File: src/rtl/program_loader_pkg.sv
// Shared types and constants for the instruction-memory program loader.
package program_loader_pkg;

   localparam int unsigned WORD_W     = 32;
   localparam int unsigned BYTE_W     = 8;
   localparam int unsigned BYTE_IDX_W = 2;

   localparam logic [WORD_W-1:0] HALT_WORD_DEFAULT = 32'hFFFF_FFFF;

   typedef enum logic [2:0] {
      ST_IDLE,
      ST_RECV,
      ST_WRITE,
      ST_DONE,
      ST_ERROR
   } state_t;

endpackage

File: src/rtl/word_assembler.sv
// Shifts incoming bytes MSB-first into a 32-bit word; flags the byte that completes it.
module word_assembler
   import program_loader_pkg::*;
(
   input  logic              clk,
   input  logic              rst,
   input  logic              clr,
   input  logic              byte_strobe,
   input  logic [BYTE_W-1:0] rx_byte,
   output logic [WORD_W-1:0] word,
   output logic              word_valid,
   output logic              word_full_c
);

   logic [BYTE_IDX_W-1:0] idx;

   // Current strobe carries the last byte of a word.
   assign word_full_c = byte_strobe && !clr && (idx == BYTE_IDX_W'(3));

   always_ff @(posedge clk) begin
      if (!rst) begin
         word       <= '0;
         idx        <= '0;
         word_valid <= 1'b0;
      end else if (clr) begin
         word       <= '0;
         idx        <= '0;
         word_valid <= 1'b0;
      end else begin
         word_valid <= word_full_c;
         if (byte_strobe) begin
            word <= {word[WORD_W-BYTE_W-1:0], rx_byte};
            idx  <= idx + BYTE_IDX_W'(1);
         end
      end
   end

endmodule

File: src/rtl/program_loader.sv
// Assembles UART bytes into instruction words and writes them sequentially into instruction memory.
module program_loader
   import program_loader_pkg::*;
#(
   parameter int unsigned       MEM_DEPTH      = 256,
   parameter int unsigned       TIMEOUT_CYCLES = 1_000_000,
   parameter logic [WORD_W-1:0] HALT_WORD      = HALT_WORD_DEFAULT
) (
   input  logic              clk,
   input  logic              rst,
   input  logic              load_start,
   input  logic [BYTE_W-1:0] rx_data,
   input  logic              rx_done,
   output logic              loadProgram,
   output logic [WORD_W-1:0] addressInstrucctionProgram,
   output logic [WORD_W-1:0] data_instruction,
   output logic              wr_instruction,
   output logic              load_done,
   output logic              load_error,
   output logic [WORD_W-1:0] word_count
);

   localparam int unsigned       TMO_W     = $clog2(TIMEOUT_CYCLES + 1);
   localparam logic [TMO_W-1:0]  TMO_LAST  = TMO_W'(TIMEOUT_CYCLES - 1);
   localparam logic [WORD_W-1:0] LAST_ADDR = WORD_W'(MEM_DEPTH - 1);

   state_t              state, next_state;
   logic [TMO_W-1:0]    tmo_cnt, tmo_cnt_d;
   logic [WORD_W-1:0]   addr, addr_d, count, count_d;
   logic [WORD_W-1:0]   word;
   logic                load_program_d, load_done_d, load_error_d;
   logic                start_c, timeout_c, write_continue_c;
   logic                asm_clr_c, asm_strobe_c, word_full_c, word_valid;

   assign start_c          = load_start && (state == ST_IDLE || state == ST_ERROR);
   assign timeout_c        = (state == ST_RECV) && !rx_done && (tmo_cnt == TMO_LAST);
   assign write_continue_c = (word != HALT_WORD) && (addr != LAST_ADDR);
   // A byte landing in WRITE starts the next word only if the session continues.
   assign asm_strobe_c     = rx_done && ((state == ST_RECV) ||
                                         (state == ST_WRITE && write_continue_c));
   assign asm_clr_c        = start_c || timeout_c;

   word_assembler u_word_assembler (
      .clk         (clk),
      .rst         (rst),
      .clr         (asm_clr_c),
      .byte_strobe (asm_strobe_c),
      .rx_byte     (rx_data),
      .word        (word),
      .word_valid  (word_valid),
      .word_full_c (word_full_c)
   );

   always_ff @(posedge clk) begin : state_reg
      if (!rst) state <= ST_IDLE;
      else      state <= next_state;
   end

   always_comb begin : next_state_logic
      next_state = state;
      case (state)
         ST_IDLE:  if (load_start) next_state = ST_RECV;
         ST_RECV: begin
            if (timeout_c)        next_state = ST_ERROR;
            else if (word_full_c) next_state = ST_WRITE;
         end
         ST_WRITE: begin
            if (word == HALT_WORD)      next_state = ST_DONE;
            else if (addr == LAST_ADDR) next_state = ST_ERROR;
            else                        next_state = ST_RECV;
         end
         ST_DONE:  next_state = ST_IDLE;
         ST_ERROR: if (load_start) next_state = ST_RECV;
         default:  next_state = ST_IDLE;
      endcase
   end

   always_comb begin : output_logic
      addr_d    = addr;
      count_d   = count;
      tmo_cnt_d = tmo_cnt;
      if (start_c) begin
         addr_d    = '0;
         count_d   = '0;
         tmo_cnt_d = '0;
      end else begin
         case (state)
            ST_RECV: begin
               if (rx_done || timeout_c) tmo_cnt_d = '0;
               else                      tmo_cnt_d = tmo_cnt + TMO_W'(1);
            end
            ST_WRITE: begin
               count_d = count + WORD_W'(1);
               if (write_continue_c) addr_d = addr + WORD_W'(1);
            end
            default: ;
         endcase
      end
      load_program_d = (next_state == ST_RECV) || (next_state == ST_WRITE);
      load_done_d    = (next_state == ST_DONE);
      load_error_d   = (next_state == ST_ERROR);
   end

   always_ff @(posedge clk) begin : output_reg
      if (!rst) begin
         addr        <= '0;
         count       <= '0;
         tmo_cnt     <= '0;
         loadProgram <= 1'b0;
         load_done   <= 1'b0;
         load_error  <= 1'b0;
      end else begin
         addr        <= addr_d;
         count       <= count_d;
         tmo_cnt     <= tmo_cnt_d;
         loadProgram <= load_program_d;
         load_done   <= load_done_d;
         load_error  <= load_error_d;
      end
   end

   assign addressInstrucctionProgram = addr;
   assign word_count                 = count;
   assign data_instruction           = word;
   assign wr_instruction             = word_valid;

endmodule

File: config.mk
export PLATFORM = sky130hd
export DESIGN_NAME = program_loader
export DESIGN_NICKNAME = d
export VERILOG_FILES = /design/src/rtl/program_loader_pkg.sv /design/src/rtl/word_assembler.sv /design/src/rtl/program_loader.sv
export SDC_FILE = /design/constraint.sdc
export NUM_CORES = 1
export LEC_CHECK = 0
export ABC_AREA = 0
export CORE_MARGIN = 2
export CORE_UTILIZATION = 50
export CTS_CLUSTER_SIZE = 8
export DETAILED_ROUTE_END_ITERATION = 8
export PLACE_DENSITY = 0.83
export SLEW_MARGIN = 20
export SYNTH_ARGS = -nofsm -noshare
export SYNTH_HDL_FRONTEND = slang
export SYNTH_SLANG_ARGS = --single-unit
File: constraint.sdc
create_clock -name clk -period 2.71 [get_ports clk]
set_input_delay 0.542 -clock clk [delete_from_list [all_inputs] [get_ports clk]]
set_output_delay 0.542 -clock clk [all_outputs]
set_load 0.02 [all_outputs]
==> results of run 1 <==
[metal layers]
layer	vias to the layer above	track usage, %	wire length [µm]
met2	160	38.5	6610
met4	0	10.3	269
met3	28	7.72	807
li1	2457	-	-
met1	2325	29.0	5870
met5	-	0	0
[kinds of logic (layout without fill, tap and decap cells)]
logic type	after synthesis	in the layout
compound gates	60	60
xor+xnor	73	73
fa+ha+maj	4	4
buf+inv	33	161
flops	125	125
mux	1	1
simple gates	345	345
[power by group]
group / switching, mW / leakage [nW] / internal [mW]
logic: 0.0934 / 1.22 / 0.0561
clock network: 0.761 / 0.264 / 1.29
registers: 0.00760 / 1.01 / 1.85
[stage by stage]
step                      setup slack (ps)  total power [mW]  instances
after floorplan                        416              1.98        641
after global placement                 109              2.04        880
after detailed placement              23.1              2.04        880
after CTS                              314              4.08        909
after global routing                   119              4.18        909
final                                  281              4.05        909
[layout by cell type (no fill, tap or decap), types with 5 or more instances in the layout]
master / Yosys / routed
dfxtp_1: 125 / 125
clkdlybuf4s50_1: 0 / 111
nor2_1: 89 / 89
nand2_1: 78 / 77
nand3_1: 71 / 71
xor2_1: 53 / 53
o21ai_0: 34 / 34
nand4_1: 29 / 29
xnor2_1: 20 / 20
and3_1: 16 / 16
clkbuf_16: 0 / 16
and4_1: 12 / 12
buf_4: 1 / 11
a21oi_1: 10 / 10
nor3_1: 10 / 10
nor4_1: 9 / 9
o21ai_1: 7 / 7
or3_1: 7 / 7
inv_1: 6 / 6
clkbuf_8: 0 / 5
[area by class of cell]
cell class	instances	area [µm²]
Inverter	6	22.5
Clock buffer	22	473
Timing Repair Buffer	126	1270
Sequential cell	125	2500
Tap cell	140	175
Clock inverter	7	65.1
Fill cell	848	3470
Multi-Input combinational cell	483	2770
[how the worst max path moves through the flow]
stage	depth (start not counted)	start	to	slack [ps]
2_1_floorplan	7	addressInstrucctionProgram[0]$_SDFFE_PP0P_	u_word_assembler.word[12]$_SDFFE_PP0P_	420
3_3_place_gp	7	rx_done	tmo_cnt[4]$_SDFFE_PP0N_	110
3_5_place_dp	7	rx_done	tmo_cnt[15]$_SDFFE_PP0N_	20
4_1_cts	6	addressInstrucctionProgram[8]$_SDFFE_PP0P_	addressInstrucctionProgram[31]$_SDFFE_PP0P_	310
5_1_grt	6	addressInstrucctionProgram[8]$_SDFFE_PP0P_	addressInstrucctionProgram[31]$_SDFFE_PP0P_	120
6_report	6	addressInstrucctionProgram[3]$_SDFFE_PP0P_	addressInstrucctionProgram[31]$_SDFFE_PP0P_	280
[worst min-delay path: cells and delay by family (launching register included)]
kind            cells  cell delay, ps
flops               1             330
simple gates        1              60
compound gates      1              60
==> results by group, run 1 <==
Clock network
  • Setup Fix Bufs, Post-CTS: 0
  • CTS max path bufs: 2
  • Root Driver: clkbuf_8
  • Post-CTS sizing: 0
  • CTS tree: done
  • TritonCTS Sinks: 125
  • Skew-Pair Late Insertion Delay: between 500 and 600 ps
  • # hold bufs at CTS: 0
  • H-tree Lvls: 4
  • Num CTS Buffers: 17
  • Clock Pin Slew Worst Setup and Hold Paths: 60 ps

Setup path
  • Worst setup path class: reg -> reg
  • CP delay by family, top: simple AND/OR/NAND/NOR gates
  • Worst path bufs/invs: 0
  • Delay of the slowest critical-path stage: 550 ps
  • R2R depth: 6
  • Crit-path max FO: 9
  • CP Capture Type: flip-flop
  • R2R Setup Slk: between 200 and 300 ps
  • Worst EP arrival: 2880 ps
  • Worst EP required: 3160 ps
  • R2R Path Start: addressInstrucctionProgram[3]$_SDFFE_PP0P_
  • Crit-path cells: and4_4 -> nand2_1 -> nor3_1 -> nand4_1 -> or3_1 -> a21oi_1
  • Startpoint Class: flip-flop
  • Reg2Reg Capture Point: addressInstrucctionProgram[31]$_SDFFE_PP0P_
  • CP max stage cell: nor3_1

Timing
  • Tcrit/Tclk final: 89.6%
  • RSZ-0062 raised after global routing: false
  • Slew HR: 39.7%
  • Setup TNS: 0 ps
  • Hold WS: between 400 and 500 ps
  • Final Hold Fails: 0
  • Slew Viols, Final: 0
  • Max Fclk: between 0.4 and 0.5 GHz
  • Setup Skew: about 8.6 ps
  • # setup viols final: 0
  • Worst Max-Slew Pin Slew: 896 ps
  • Final worst path period need: approximately 2400 ps

Synthesis
  • Netlist cell types: 47
  • Ranking of synthesized cells by area: dfxtp_1 46%, xor2_1 8.5%, nand3_1 6.5%
  • Register bit total from synthesis: between 100 and 150
  • Post-synth ARST share: 0%
  • Synth Area in Adders: less than 1%
  • Syn Nets: 657
  • Mux cell area share after synthesis: 0.184%
  • Dominant cell type by area after synthesis: dfxtp_1
  • Simple-Gate Fraction of Synth Area: a little under a third
  • Synth Warn #: 0
  • Sequential share of the synthesized area: 46.0%
  • Post-Syn Instances: 641
  • Average size of a mapped cell: 8.48 µm²
  • Most used flip-flop cell after synthesis: dfxtp_1
  • Synth Cell Area: 5440 µm²
  • Post-synth top area share: 46.0%
  • EDFF count, synth: 0
  • Synth Area in XOR/XNOR: 11.8%
  • Main combinational cell family by area after synthesis: simple AND/OR/NAND/NOR gates
  • Top post-synthesis cells by count: 125 x dfxtp_1, 89 x nor2_1, 78 x nand2_1
  • Count leader, synth: dfxtp_1
  • Synth Area in Compound Gates: 6.33%

Pwr
  • PwrDens: 557 nW/µm²
  • Maximum VDD drop: 347 µV
  • Leakage power: 2.49 nW

Placed design
  • Final Wtd Congestion: 0.794
  • Buffers on Ports: about 110
  • DP HPWL: 9.08 mm
  • Post-DP Area: roughly 6700 µm²

Cells and area
  • Nets@finish: 775
  • ANT cells: 0
  • Post-route cell area: a little over 7000 µm²
  • Finished Core Util: 67.7%
  • Syn-to-layout area delta: 33.9%
  • Share of cells above drive strength 1: 7.28%

Hold path
  • Min-Delay Path Depth: 2
  • Hold Crit Class: reg -> reg
  • WHS Endpoint: u_word_assembler.word[24]$_SDFFE_PP0P_
  • HP Start: u_word_assembler.word[16]$_SDFFE_PP0P_

GRT
  • First-pass GRT wire length: 22.1 mm
  • Total gr overflow: 0
  • Vias in the first global route: 4726
  • Aggregate global-route resource usage: 23.8%
  • Pin count of the biggest net entering global routing: 69
  • Initial antenna violation count: 0

Status
  • Outcome: finished clean

Route
  • Iter 0 DRT Violations: 245
  • DRT Wirelength: between 10 and 15 mm
  • Drt drc: 0
  • ANT nets after route: 0
  • Vias: 4970
  • Vias/cell: 5.47
  • DR pass1 iterations: 5
  • Avg WL per Cell: between 10 and 15 µm

Floorplan
  • FP Rows: 38
  • I/O pin total: 112
  • Core Region: 10700 µm²
  • Die footprint: 11700 µm²
  • Die X: roughly 110 µm
  • Initial core utilization: 50.6%
  • Die H: around 110 µm

Flow run
  • MaxCap Viol Count: 0
Power figures use the tool's default switching activity.
==> inputs of run 2 (changes only) <==
ABC_AREA = 1   (was 0)
PLACE_DENSITY = 0.8   (was 0.83)
SKIP_CTS_REPAIR_TIMING = 1   (was unset)
==> run 2 against run 1 <==
Effect of this change: register-to-register slack improved by 120 ps; critical path type unchanged; critical endpoint is now u_word_assembler.word[14]$_SDFFE_PP0P_; largest power group unchanged; cell count up 54%; setup slack improved by 120 ps; routed wire length grew 46%; power rose by 7.4%; flip-flop and latch count unchanged; clock power rose by 14%; sequential share of layout area fell by 6.4 points; synthesized cell count is 72% higher; via count rose by 51%; design area up 23%.
==> results by group, run 2 <==
Pwr
  • Final Power: 4.36 mW (+7.4%)
  • Leakage power: 2.99 nW (+20%)
  • PwrDens: 486 nW/µm² (-13%)
  • Maximum VDD drop: 459 µV (+32%)

Floorplan
  • Initial core utilization: 51.6% (+0.97 points)
  • FP Rows: 43 (+13%)
  • Die X: 124 µm (+14%)
  • Die H: 124 µm (+14%)
  • I/O pin total: 112 (unchanged)
  • Core Region: 13900 µm² (+30%)
  • Die footprint: 15300 µm² (+31%)

Setup path
  • Worst setup path class: reg -> reg
  • Worst path bufs/invs: 1 (+1)
  • Crit-path max FO: 35 (+26)
  • Worst EP required: 3050 ps (-110 ps)
  • Worst EP arrival: 2650 ps (-230 ps)
  • CP max stage cell: nand2_4
  • Crit-path cells: ha_1 -> nand3_1 -> clkinv_2 -> nand2_4 -> nor2_4 -> nand2_4 -> nand3_4 -> nand2_4 -> nand3_1 -> a21oi_1
  • Most Frequent Cell on Critical Path: nand2_4
  • CP Capture Type: flip-flop
  • Delay of the slowest critical-path stage: 450 ps (-100 ps)
  • CP delay by family, top: simple AND/OR/NAND/NOR gates
  • Startpoint Class: flip-flop

Clock network
  • Clock Pin Slew Worst Setup and Hold Paths: 60 ps (about the same)
  • Root Driver: clkbuf_16
  • TritonCTS Sinks: 125 (unchanged)
  • CTS tree: done
  • Skew-Pair Late Insertion Delay: 420 ps (-100 ps)
  • CTS max path bufs: 2 (unchanged)
  • Num CTS Buffers: 17 (unchanged)
  • H-tree Lvls: 4 (unchanged)

Route
  • Vias: 7486 (+51%)
  • Iter 0 DRT Violations: 681 (+180%)
  • DR pass1 iterations: 6 (+1)
  • Avg WL per Cell: 14.1 µm (-5.4%)
  • ANT nets after route: 0 (unchanged)
  • DRT Wirelength: 19.7 mm (+46%)
  • Vias/cell: 5.35 (-2.2%)
  • Drt drc: 0 (unchanged)

Cells and area
  • Share of cells above drive strength 1: 8.20% (+0.92 points)
  • Leading cell types in the layout, fill and taps excluded: 321 x nand2_1, 146 x nor2_1, 125 x dfxtp_1, 118 x nand3_1, 111 x clkdlybuf4s50_1
  • Commonest non-fill, non-tap cell in the layout: nand2_1
  • Nets@finish: 1223 (+58%)
  • Syn-to-layout area delta: 24.6%

Synthesis
  • Register bit total from synthesis: 125 (unchanged)
  • Sequential share of the synthesized area: 34.8% (-11 points)
  • Syn Nets: 1120 (+70%)
  • Synth Area in Adders: 0.696% (-0.22 points)
  • Post-synth top area share: 34.8% (-11 points)
  • Top post-synthesis cells by count: 322 x nand2_1, 146 x nor2_1, 125 x dfxtp_1
  • Netlist cell types: 37 (-21%)
  • Count leader, synth: nand2_1
  • Post-Syn Instances: 1104 (+72%)
  • Synth Area in Compound Gates: 10.3% (+4.0 points)
  • Most used flip-flop cell after synthesis: dfxtp_1
  • EDFF count, synth: 0 (unchanged)
  • Dominant cell type by area after synthesis: dfxtp_1
  • Synth Cell Area: 7190 µm² (+32%)
  • Simple-Gate Fraction of Synth Area: 41.4% (+9.8 points)
  • Main combinational cell family by area after synthesis: simple AND/OR/NAND/NOR gates
  • Synth Area in XOR/XNOR: 4.02% (-7.7 points)
  • Mux cell area share after synthesis: 0% (-0.18 points)
  • Post-synth ARST share: 0% (unchanged)
  • Ranking of synthesized cells by area: dfxtp_1 35%, nand2_1 17%, nand3_1 8.2%
  • Average size of a mapped cell: 6.51 µm² (-23%)
  • Synth Warn #: 0 (unchanged)

Timing
  • Slew Viols, Final: 0 (unchanged)
  • Final Hold Fails: 0 (unchanged)
  • RSZ-0062 raised after global routing: false
  • Tcrit/Tclk final: 85.2% (-4.4 points)
  • Worst Slack Setup Final: 400 ps (+119 ps)
  • Slew HR: 50.3% (+11 points)
  • Final worst path period need: 2310 ps (-119 ps)
  • Worst Max-Slew Pin Slew: 744 ps (-152 ps)
  • Setup TNS: 0 ps (unchanged)
  • # setup viols final: 0 (unchanged)
  • Max Fclk: 0.433 GHz (+5.2%)
  • Setup Skew: 6.92 ps (-1.65 ps)

Placed design
  • Place WS: 342 ps (+319 ps)
  • Buffers on Ports: 111 (unchanged)
  • Final Wtd Congestion: 0.973 (+23%)
  • DP HPWL: 14.2 mm (+56%)

GRT
  • Total gr overflow: 0 (unchanged)
  • Aggregate global-route resource usage: 26.5% (+2.8 points)
  • Vias in the first global route: 6685 (+41%)
  • Met1 usage: 36.2% (+7.2 points)
  • Met2 Track Usage GR: 40.8% (+2.3 points)
  • Pin count of the biggest net entering global routing: 40 (-42%)
  • Most used routing layer: met2
  • First-pass GRT wire length: 32.4 mm (+46%)
  • Grt met3 use: 6.87% (-0.85 points)
  • Initial antenna violation count: 1 (+1)

Status
  • Outcome: finished clean

Flow run
  • MaxCap Viol Count: 0 (unchanged)

Hold path
  • Hold Crit Class: reg -> reg
-- run 2: cell count changes after synthesis, moves of 18 or more --
cell     before  now
a21oi_2       1   19
a21oi_1      10   88
nor2_1       89  146
xor2_1       53   28
inv_1         6   96
nand3_1      71  118
nor3_1       10   29
nand2_1      78  322
-- run 2: kinds of logic after synthesis --
logic type	Yosys count
adders and majority gates	4
AOI/OAI and AO/OA	130
xor gates and xnor gates	33
and+or+nand+nor	675
buffers and inverters	137
DFF	125
-- run 2: report_power, final --
| part | total [mW] | switching (mW) | leakage (nW) | internal (mW) |
|---|---|---|---|---|
| clock network | 2.33 | 0.840 | 0.282 | 1.49 |
| logic | 0.175 | 0.123 | 1.70 | 0.0520 |
| registers | 1.85 | 0.00684 | 1.01 | 1.85 |
| total | 4.36 | 0.970 | 2.99 | 3.39 |
-- run 2: worst register-to-register path, stage by stage, from the launching register on --
cell	delay, ps
dfxtp_1	380
ha_1	280
nand3_1	140
clkinv_2	110
nand2_4	100
nor2_4	50
nand2_4	90
nand3_4	340
nand2_4	450
nand3_1	130
a21oi_1	160
-- run 2: layer usage --
layer | wire length, µm | part of all wire, %
met1 | 8980 | 45
met4 | 336 | 1.7
met3 | 1530 | 7.8
met2 | 8900 | 45
met5 | 0 | 0
-- run 2: final cells by class --
class | instances | area, µm²
repair buffers | 120 | 1190
flip-flops and latches | 125 | 2500
multi-input cells | 842 | 4060
fillers | 1286 | 4980
inverters | 101 | 380
clock inverters | 10 | 139
diodes | 1 | 2.50
well taps | 180 | 225
clock buffers | 21 | 460
-- run 2: through the flow --
stage          instances  area, µm²  util (%)  hold slack [ps]
3_3_place_gp        1368       8360      60.0              471
5_1_grt             1400       8960      64.3              518
4_1_cts             1399       8950      64.3              492
2_1_floorplan       1104       7190         -              459
3_5_place_dp        1368       8360      60.0              483
6_report            1400       8960      64.3              491
-- run 2: worst paths after layout --
kind / depth (start not counted) / from / endpoint / slack [ps]
setup reg to reg: 10 / addressInstrucctionProgram[0]$_SDFFE_PP0P_ / u_word_assembler.word[14]$_SDFFE_PP0P_ / 400
setup / recovery: 10 / addressInstrucctionProgram[0]$_SDFFE_PP0P_ / u_word_assembler.word[14]$_SDFFE_PP0P_ / 400
hold reg to reg: 2 / word_count[31]$_SDFFE_PP0P_ / word_count[31]$_SDFFE_PP0P_ / 490
hold / removal: 2 / word_count[31]$_SDFFE_PP0P_ / word_count[31]$_SDFFE_PP0P_ / 490
